--- src/rtl/tlul_pkg.sv ---
// Shared TL-UL opcodes and arbiter state encoding.
package tlul_pkg;

  localparam logic [2:0] OPC_GET       = 3'b100;
  localparam logic [2:0] OPC_PUT_FULL  = 3'b000;
  localparam logic [2:0] OPC_ACK       = 3'b000;
  localparam logic [2:0] OPC_ACK_DATA  = 3'b001;

  localparam logic [31:0] TIMEOUT_DATA = 32'hDEAD_BEEF;

  typedef enum logic [1:0] {
    ARB_IDLE  = 2'd0,
    ARB_ISSUE = 2'd1,
    ARB_WAIT  = 2'd2
  } arb_state_e;

endpackage

--- src/rtl/tlul_rr_arb2.sv ---
// Two-way round-robin selector; last=0 means host1 was granted most recently.
module tlul_rr_arb2 (
  input  logic [1:0] req,
  input  logic       last,
  output logic [1:0] grant
);

  assign grant = (req == 2'b11) ? (last ? 2'b01 : 2'b10) : req;

endmodule

--- src/rtl/tlul_mem_arbiter.sv ---
// Two-host TL-UL arbiter in front of one memory port, one transaction in flight.
// Optional WAIT timeout with error response: define TLUL_ARB_TIMEOUT_EN.
//
// state     | meaning
// ARB_IDLE  | no transaction; grant a valid host and capture its request
// ARB_ISSUE | present the captured request on mem_a_* for one cycle
// ARB_WAIT  | wait for mem_d_valid_i and route the response to the owner
module tlul_mem_arbiter
  import tlul_pkg::*;
#(
  parameter int ADDR_W         = 12,
  parameter int DATA_W         = 32,
  parameter int TIMEOUT_CYCLES = 64
) (
  input  logic              clk,
  input  logic              reset,
  input  logic              h1_a_valid_i,
  input  logic [2:0]        h1_a_opcode_i,
  input  logic [ADDR_W-1:0] h1_a_address_i,
  input  logic [DATA_W-1:0] h1_a_data_i,
  output logic              h1_a_grant_o,
  output logic              h1_d_valid_o,
  output logic [2:0]        h1_d_opcode_o,
  output logic [DATA_W-1:0] h1_d_data_o,
  output logic              h1_d_error_o,
  input  logic              h2_a_valid_i,
  input  logic [2:0]        h2_a_opcode_i,
  input  logic [ADDR_W-1:0] h2_a_address_i,
  input  logic [DATA_W-1:0] h2_a_data_i,
  output logic              h2_a_grant_o,
  output logic              h2_d_valid_o,
  output logic [2:0]        h2_d_opcode_o,
  output logic [DATA_W-1:0] h2_d_data_o,
  output logic              h2_d_error_o,
  output logic              mem_a_valid_o,
  output logic [2:0]        mem_a_opcode_o,
  output logic [ADDR_W-1:0] mem_a_address_o,
  output logic [DATA_W-1:0] mem_a_data_o,
  input  logic              mem_d_valid_i,
  input  logic [2:0]        mem_d_opcode_i,
  input  logic [DATA_W-1:0] mem_d_data_i
);

  arb_state_e        state_q, state_d;
  logic              owner_q;
  logic              last_q;
  logic [2:0]        op_q;
  logic [ADDR_W-1:0] addr_q;
  logic [DATA_W-1:0] data_q;

  logic [1:0]        arb_req, rr_grant;
  logic              resp_valid, resp_err;
  logic [2:0]        resp_op;
  logic [DATA_W-1:0] resp_data;
  logic              h1_sel, h2_sel;

  // Grants are suppressed while reset is held so every output reads 0.
  assign arb_req = {h2_a_valid_i, h1_a_valid_i} & {2{(state_q == ARB_IDLE) && reset}};

  tlul_rr_arb2 u_rr (
    .req   (arb_req),
    .last  (last_q),
    .grant (rr_grant)
  );

  assign h1_a_grant_o = rr_grant[0];
  assign h2_a_grant_o = rr_grant[1];

`ifdef TLUL_ARB_TIMEOUT_EN
  localparam int CNT_W = $clog2(TIMEOUT_CYCLES + 1);
  logic [CNT_W-1:0] tmo_cnt_q;

  always_ff @(posedge clk or negedge reset) begin
    if (!reset) begin
      tmo_cnt_q <= '0;
    end else if (state_q == ARB_ISSUE) begin
      tmo_cnt_q <= CNT_W'(TIMEOUT_CYCLES);
    end else if ((state_q == ARB_WAIT) && (tmo_cnt_q != '0)) begin
      tmo_cnt_q <= tmo_cnt_q - 1'b1;
    end
  end
`else
  logic unused_timeout_cfg;
  assign unused_timeout_cfg = ^TIMEOUT_CYCLES;
`endif

  always_comb begin
    state_d    = state_q;
    resp_valid = 1'b0;
    resp_err   = 1'b0;
    resp_op    = mem_d_opcode_i;
    resp_data  = mem_d_data_i;
    case (state_q)
      ARB_IDLE: begin
        if (|rr_grant) state_d = ARB_ISSUE;
      end
      ARB_ISSUE: state_d = ARB_WAIT;
      ARB_WAIT: begin
        if (mem_d_valid_i) begin
          resp_valid = 1'b1;
          state_d    = ARB_IDLE;
        end
`ifdef TLUL_ARB_TIMEOUT_EN
        // A real response in the terminal-count cycle takes precedence.
        else if (tmo_cnt_q == '0) begin
          resp_valid = 1'b1;
          resp_err   = 1'b1;
          resp_op    = OPC_ACK_DATA;
          resp_data  = DATA_W'(TIMEOUT_DATA);
          state_d    = ARB_IDLE;
        end
`endif
      end
      default: state_d = ARB_IDLE;
    endcase
  end

  always_ff @(posedge clk or negedge reset) begin
    if (!reset) begin
      state_q <= ARB_IDLE;
      owner_q <= 1'b0;
      last_q  <= 1'b0;
      op_q    <= '0;
      addr_q  <= '0;
      data_q  <= '0;
    end else begin
      state_q <= state_d;
      if ((state_q == ARB_IDLE) && (|rr_grant)) begin
        owner_q <= rr_grant[1];
        last_q  <= rr_grant[1];
        op_q    <= rr_grant[1] ? h2_a_opcode_i  : h1_a_opcode_i;
        addr_q  <= rr_grant[1] ? h2_a_address_i : h1_a_address_i;
        data_q  <= rr_grant[1] ? h2_a_data_i    : h1_a_data_i;
      end
    end
  end

  assign mem_a_valid_o   = (state_q == ARB_ISSUE);
  assign mem_a_opcode_o  = mem_a_valid_o ? op_q   : '0;
  assign mem_a_address_o = mem_a_valid_o ? addr_q : '0;
  assign mem_a_data_o    = mem_a_valid_o ? data_q : '0;

  assign h1_sel = resp_valid & ~owner_q;
  assign h2_sel = resp_valid &  owner_q;

  assign h1_d_valid_o  = h1_sel;
  assign h1_d_opcode_o = h1_sel ? resp_op   : '0;
  assign h1_d_data_o   = h1_sel ? resp_data : '0;
  assign h1_d_error_o  = h1_sel & resp_err;

  assign h2_d_valid_o  = h2_sel;
  assign h2_d_opcode_o = h2_sel ? resp_op   : '0;
  assign h2_d_data_o   = h2_sel ? resp_data : '0;
  assign h2_d_error_o  = h2_sel & resp_err;

endmodule

--- config.mk ---
export PLATFORM = sky130hd
export DESIGN_NAME = tlul_mem_arbiter
export DESIGN_NICKNAME = d
export VERILOG_FILES = /design/src/rtl/tlul_pkg.sv /design/src/rtl/tlul_rr_arb2.sv /design/src/rtl/tlul_mem_arbiter.sv
export SDC_FILE = /design/constraint.sdc
export NUM_CORES = 1
export LEC_CHECK = 0
export ABC_AREA = 0
export CAP_MARGIN = 10
export CORE_MARGIN = 10
export CORE_UTILIZATION = 47
export DETAILED_ROUTE_END_ITERATION = 8
export DONT_BUFFER_PORTS = 1
export PLACE_DENSITY = 0.71
export SLEW_MARGIN = 5
export SYNTH_ARGS = -nofsm -noshare
export SYNTH_HDL_FRONTEND = slang
export SYNTH_SLANG_ARGS = --single-unit
--- constraint.sdc ---
create_clock -name clk -period 3.99 [get_ports clk]
set_clock_uncertainty 0.2 [all_clocks]
set_input_delay 0.399 -clock clk [delete_from_list [all_inputs] [get_ports clk]]
set_output_delay 0.399 -clock clk [all_outputs]
set_load 0.005 [all_outputs]
==> key figures, run 1 <==
Synthesis
  – Post-synth cell types: 24
  – Top cell type's share of synthesized area: 36.95%
  – Post-synth EDFFs: 0
  – Yosys top cell by area: dfrtp_1
  – Cell area after synthesis: between 3000 and 4000 um2
  – Syn_area_per_cell: ~8 um2
  – Synth Instances: 422
  – Main flop type after synthesis: dfrtp_1
  – Yosys warning count: 0
  – #FFs+latches synth: 50
  – Post-synth ARST share: between 90% and 100%
  – Most area-consuming cells after synthesis: dfrtp_1 37%, and2_1 22%, a31oi_1 8.9%
  – Sequential area share after synthesis: around 37%

Worst setup path
  – Reg2reg start: state_q[1]$_DFFE_PN0P_
  – Setup slack, reg-to-reg: roughly 1.9 ns
  – Max stage delay on crit path: 0.74 ns
  – Crit-path leading delay family: simple AND/OR/NAND/NOR gates
  – Worst path cell trace: nor2b_2 -> buf_4 -> and2_1
  – Setup crit end kind: output port
  – Crit path buffers/inverters: 1
  – Critical Path RT: around 3.4 ns
  – Critical path class: reg2out
  – Maximum fanout along the worst path: 25
  – Worst R2R Path Depth: 4
  – CP max-delay cell: nor2b_2
  – Critical Path Start Type: flop
  – R2R Path End: data_q[20]$_DFFE_PN0P_
  – CP arrival: roughly 2.1 ns

Finish
  – Share of cells above drive strength 1: approximately 5%
  – Nets: about 520
  – Filler instances: just under 700
  – Area grow syn2layout: 1.774%

Placed design
  – HPWL Detailed: about 9.1 mm
  – Placer Congestion: roughly 0.93
  – Pre-CTS setup slack: about 1.6 ns
  – Port Buf Inserts: 0

CTS
  – Total setup buffers inserted after CTS: 0
  – Root Buffer: clkbuf_8
  – Hold_buf cts: 2
  – Number of clock sinks: 50
  – Clock Path Buffers: 2
  – H-tree depth: 2
  – Post-CTS sizing: 0
  – Worst-Skew Late Latency: about 0.29 ns
  – Clock tree from TritonCTS: yes
  – CTS Buf Count: 5
  – Clock transition at path regs: roughly 0.08 ns

Die
  – Die span in y: around 100 um
  – Die W: 104.9 um
  – Total die area: between 10,000 and 15,000 um2
  – IO Pins: 258
  – Initial core utilization: between 40% and 50%
  – Core area: 6907 um2
  – Site Rows: 30

Hold path
  – Hold Crit Class: in2reg
  – Hold endpoint: last_q$_DFFE_PN0P_
  – HP Start: h1_a_valid_i
  – Worst hold path depth: 1

Global route
  – Largest net degree at the start of global routing: 97
  – Gr usage total: approximately 20%
  – Initial antenna violation count: 1
  – Vias in the first global route: around 3,100
  – GR Overflow Total: 0
  – First-pass GRT wire length: ~18 mm

Drt
  – Wirelength, routed: 12.51 mm
  – DR vias: between 3,000 and 4,000
  – Residual DRC count: 0
  – DRT antenna net count: 0
  – Routed WL per cell: between 20 and 30 um
  – Avg Vias per Cell: about 6.3
  – Router iterations before antenna repair: 4
  – DR iter-0 viols: between 200 and 250

Pwr
  – Pwr per Cell Area: about 520 nW/um2
  – Worst VDD drop: 0.2313 mV
  – Leakage power: around 1.3 nW

Timing
  – Worst slew margin: 37.54%
  – Fmax: 375.8 MHz
  – Setup TNS: 0 ns
  – Post-route minimum period: about 2.7 ns
  – Worst-margin pin slew: 0.9369 ns
  – Unrepaired setup endpoints after global routing: no
  – Final period utilization: 66.70%
  – Final Max Slew Viols: 0
  – Final WS setup: 1.329 ns
  – Endpoints failing setup: 0
  – Fin. Hold Viols: 0

Outcome
  – Status: complete, no violations

Flow run
  – Max-Cap Viols: 0
==> logic make-up after synthesis <==
logic type | share of synthesized area, %
other | 0.1108
buffers and inverters | 8.241
flip-flops | 36.95
AO/OA/AOI/OAI | 23.58
AND/OR/NAND/NOR | 31.12
==> flip-flops by register name (all words and copies together), names as in the netlist <==
signal and cells:
addr_q 12, data_q 32, last_q 1, op_q 3, state_q 2
==> layer usage <==
layer | track usage [%] | part of all wire (%) | routed length, um
met1 | 20.85 | 35 | 4318
met2 | 37.81 | 55 | 6907
met3 | 7.617 | 8.9 | 1108
met4 | 6.275 | 1.4 | 178
met5 | 0 | 0 | 0
==> cell type report <==
class | count | area [um2] | share of cell area (%)
diodes | 2 | 5.005 | 0.1452
clock buffers | 7 | 76.32 | 2.215
inverters | 1 | 3.754 | 0.1089
multi-input cells | 323 | 1879 | 54.54
flip-flops and latches | 50 | 1251 | 36.31
well taps | 96 | 120.1 | 3.486
repair buffers | 9 | 110.1 | 3.195
==> per-stage QoR <==
| stage | cells | hold slack (ns) | util [%] | power, mW | instance area [um2] |
|---|---|---|---|---|---|
| 2_1_floorplan | 423 | -0.09659 | - | 1.375 | 3390 |
| 3_3_place_gp | 476 | -0.09470 | 47.77 | 1.480 | 3299 |
| 3_5_place_dp | 476 | -0.09501 | 47.77 | 1.509 | 3299 |
| 4_1_cts | 485 | 0.0001223 | 49.42 | 1.802 | 3413 |
| 5_1_grt | 488 | 0.001719 | 49.89 | 1.942 | 3446 |
| 6_report | 488 | 0.007229 | 49.89 | 1.797 | 3446 |
==> layout by cell type (no fill, tap or decap), drive strengths merged <==
| cell | count |
|---|---|
| and2 | 118 |
| dfrtp | 50 |
| a21oi | 48 |
| a31oi | 48 |
| o21ai | 48 |
| nand3 | 47 |
| buf | 8 |
| clkbuf | 7 |
| diode | 2 |
| nor2 | 2 |
| conb | 2 |
| nor3b | 2 |
| or2 | 2 |
| or3b | 1 |
| inv | 1 |
| and4b | 1 |
| and4bb | 1 |
| nor2b | 1 |
| a21bo | 1 |
| a21boi | 1 |
| dlygate4sd3 | 1 |
==> worst max path at each step <==
| stage | cells past startpoint | start | slack, ns | to |
|---|---|---|---|---|
| final | 3 | state_q[0]$_DFFE_PN0P_ | 1.33 | mem_a_address_o[7] |
| after global routing | 3 | state_q[0]$_DFFE_PN0P_ | 1.14 | mem_a_address_o[3] |
| after CTS | 3 | state_q[0]$_DFFE_PN0P_ | 1.30 | mem_a_data_o[25] |
| after detailed placement | 3 | state_q[0]$_DFFE_PN0P_ | 1.63 | mem_a_data_o[25] |
| after global placement | 3 | state_q[0]$_DFFE_PN0P_ | 1.70 | mem_a_data_o[28] |
| after floorplan | 4 | state_q[0]$_DFFE_PN0P_ | 2.20 | h1_a_grant_o |
==> cell usage after synthesis, types with 2 or more instances <==
| library cell | instances |
|---|---|
| a31oi_1 | 48 |
| and2_1 | 118 |
| buf_4 | 7 |
| clkbuf_1 | 20 |
| nand3_1 | 47 |
| a21oi_1 | 48 |
| o21ai_0 | 37 |
| dfrtp_1 | 50 |
| buf_6 | 6 |
| buf_2 | 16 |
| o21ai_1 | 11 |
| nor2_1 | 2 |
==> where the power goes <==
part / total [mW] / internal [mW] / switching (mW)
logic: 0.672 / 0.251 / 0.421
clock network: 0.277 / 0.121 / 0.156
registers: 0.848 / 0.721 / 0.127
total: 1.80 / 1.09 / 0.703
Note: power is estimated with default switching activity, not from simulation.
==> run 2: changes to the inputs <==
==> constraint.sdc (replaced) <==
create_clock -name clk -period 2.6 [get_ports clk]
set_clock_uncertainty 0.2 [all_clocks]
set_input_delay 0.26 -clock clk [delete_from_list [all_inputs] [get_ports clk]]
set_output_delay 0.26 -clock clk [all_outputs]
set_load 0.005 [all_outputs]
==> run 2 against run 1 <==
Sequential cell count stayed put. Count of clock-buffer cells in the layout unchanged. Combinational power up 140%. Cell count up 21%. Critical path depth increased by 2. Critical path type is now reg2reg.
==> key figures, run 2 (synthesis results as in run 1) <==
Worst setup path
  – CP arrival: 2.44 ns
  – Reg2reg start: state_q[0]$_DFFE_PN0P_
  – Critical path class: reg2reg
  – R2R Path End: data_q[11]$_DFFE_PN0P_
  – Worst R2R Path Depth: 5
  – Setup crit end kind: flop
  – Critical Path Start Type: flop
  – Maximum fanout along the worst path: 48
  – CP Capture Point: data_q[11]$_DFFE_PN0P_
  – Critical Path RT: between 2 and 3 ns
  – Setup slack, reg-to-reg: between 0.1 and 0.15 ns
  – CP Launch Point: state_q[0]$_DFFE_PN0P_

Finish
  – Commonest cells after routing, fill and taps aside: 118 x and2_1, 97 x dlygate4sd3_1, 50 x dfrtp_1
  – Commonest non-fill, non-tap cell in the layout: and2_1
  – Largest register FFs: 32
  – Nets: 622
  – Cell area after layout: 4464 um2
  – Biggest regs: data_q (32), addr_q (12), op_q (3)
  – Area grow syn2layout: 31.86%
  – Multi-input logic area: roughly 1900 um2
  – Top reg by flops: data_q
  – Reg area: ~1300 um2
  – Share of cells above drive strength 1: under 10%
  – Filler instances: 593

Timing
  – Fmax: between 400 and 500 MHz
  – Fin. Hold Viols: 0
  – Unrepaired setup endpoints after global routing: no
  – Post-route minimum period: around 2.5 ns
  – Setup TNS: 0 ns
  – Hold Slack: 0.07037 ns
  – Worst slew margin: between 40% and 50%
  – Final WS setup: about 0.14 ns
  – Final period utilization: a little over nine tenths
  – Final Max Slew Viols: 0
  – Worst-margin pin slew: roughly 0.86 ns
  – Endpoints failing setup: 0

Global route
  – Initial antenna violation count: 4
  – First-pass GRT wire length: 21.09 mm
  – Largest net degree at the start of global routing: slightly below 70
  – Gr busiest metal: met2
  – GR Util met3: under 10%
  – GR Util met1: between 20 and 25%
  – Met2 GRT Util: roughly two fifths
  – GR Overflow Total: 0
  – Vias in the first global route: between 3,000 and 4,000
  – Gr usage total: a little under a quarter

Placed design
  – Pre-CTS setup slack: ~0.58 ns
  – HPWL Detailed: ~9.4 mm
  – Port Buf Inserts: 0
  – Placer Congestion: between 0.9 and 1
  – Placed cell area: roughly 3400 um2

Drt
  – Avg Vias per Cell: just over 6
  – Router iterations before antenna repair: 5
  – Wirelength, routed: 14.00 mm
  – DR vias: ~3,600
  – DRT antenna net count: 0
  – DR iter-0 viols: 220
  – Residual DRC count: 0
  – Routed WL per cell: approximately 24 um

Pwr
  – Cell-internal power: approximately 2.2 mW
  – Tot Pwr: roughly 3.4 mW
  – Clk pwr share: 13.9%
  – Logic pwr share: ~48%
  – Leakage power: 1.674 nW
  – Sw Share: 36.04%
  – Worst VDD drop: 0.5355 mV
  – Sw Pwr: approximately 1.2 mW
  – Sequential power share: between 30% and 40%
  – Pwr per Cell Area: 759.3 nW/um2

CTS
  – CTS Buf Count: 5
  – Clock Path Buffers: 2
  – Clock transition at path regs: approximately 0.09 ns
  – Worst-Skew Late Latency: 0.30 ns
  – Clock tree from TritonCTS: yes
  – Total setup buffers inserted after CTS: 0
  – Root Buffer: clkbuf_8
  – H-tree depth: 2
  – Number of clock sinks: 50

Die
  – Die span in y: 104.9 um
  – Die W: roughly 100 um
  – IO Pins: between 200 and 300
  – Total die area: 11,000 um2
  – Initial core utilization: 49.02%
  – Core area: ~6900 um2
  – Site Rows: 30

Hold path
  – Hold Crit Class: in2reg

Outcome
  – Status: complete, no violations

Flow run
  – Max-Cap Viols: 0
run 2: cell count changes in the layout (fill, tap and decap cells not counted), sizes merged:
cell / previous run / this run
dlygate4sd3: 1 / 97
diode: 2 / 6
buf: 8 / 10
clkinv: 0 / 1
run 2: what timing repair did:
action,CTS,global route
hold endpoints to repair,98,0
hold buffers,98,0
gates resized for setup,0,0
run 2: layout make-up:
cell class	instances	area share (%)
Inverter	1	0.08408
Antenna cell	6	0.3363
Clock inverter	1	0.1121
Clock buffer	7	1.934
Tap cell	96	2.691
Multi-Input combinational cell	323	42.10
Sequential cell	50	28.03
Timing Repair Buffer	107	24.72
run 2: power by group through the flow:
stage / sequential (mW) / clock (mW) / combinational (mW)
finish: 1.29 / 0.470 / 1.63
global route: 1.33 / 0.517 / 1.78
CTS: 1.29 / 0.483 / 1.58
detailed placement: 1.30 / 0 / 1.05
global placement: 1.28 / 0 / 1.02
floorplan: 1.24 / 0 / 0.873
run 2: critical path, cell delays in order, from the launching register on:
cell	delay (ns)
dfrtp_1	0.45
nor3b_4	0.29
and2_1	0.16
buf_4	0.45
a31oi_1	0.18
dlygate4sd3_1	0.61
run 2: how the worst min path moves through the flow:
stage,start,end,cells after the start
CTS,mem_d_valid_i,state_q[1]$_DFFE_PN0P_,2
global route,mem_d_valid_i,state_q[1]$_DFFE_PN0P_,2
floorplan,reset,addr_q[0]$_DFFE_PN0P_,0
finish,mem_d_valid_i,state_q[1]$_DFFE_PN0P_,2
global placement,reset,data_q[12]$_DFFE_PN0P_,0
detailed placement,reset,data_q[13]$_DFFE_PN0P_,0
run 2: per-stage QoR:
| step | instances | util, % |
|---|---|---|
| after floorplan | 423 | - |
| after global placement | 479 | 48.64 |
| after detailed placement | 479 | 48.64 |
| after CTS | 585 | 64.42 |
| after global routing | 590 | 64.60 |
| final | 591 | 64.64 |
run 2: routing by layer:
metal | share of wire, % | wire length, um
met2 | 52 | 7330
met4 | 4.1 | 579
met1 | 33 | 4611
met5 | 0 | 0
met3 | 11 | 1477
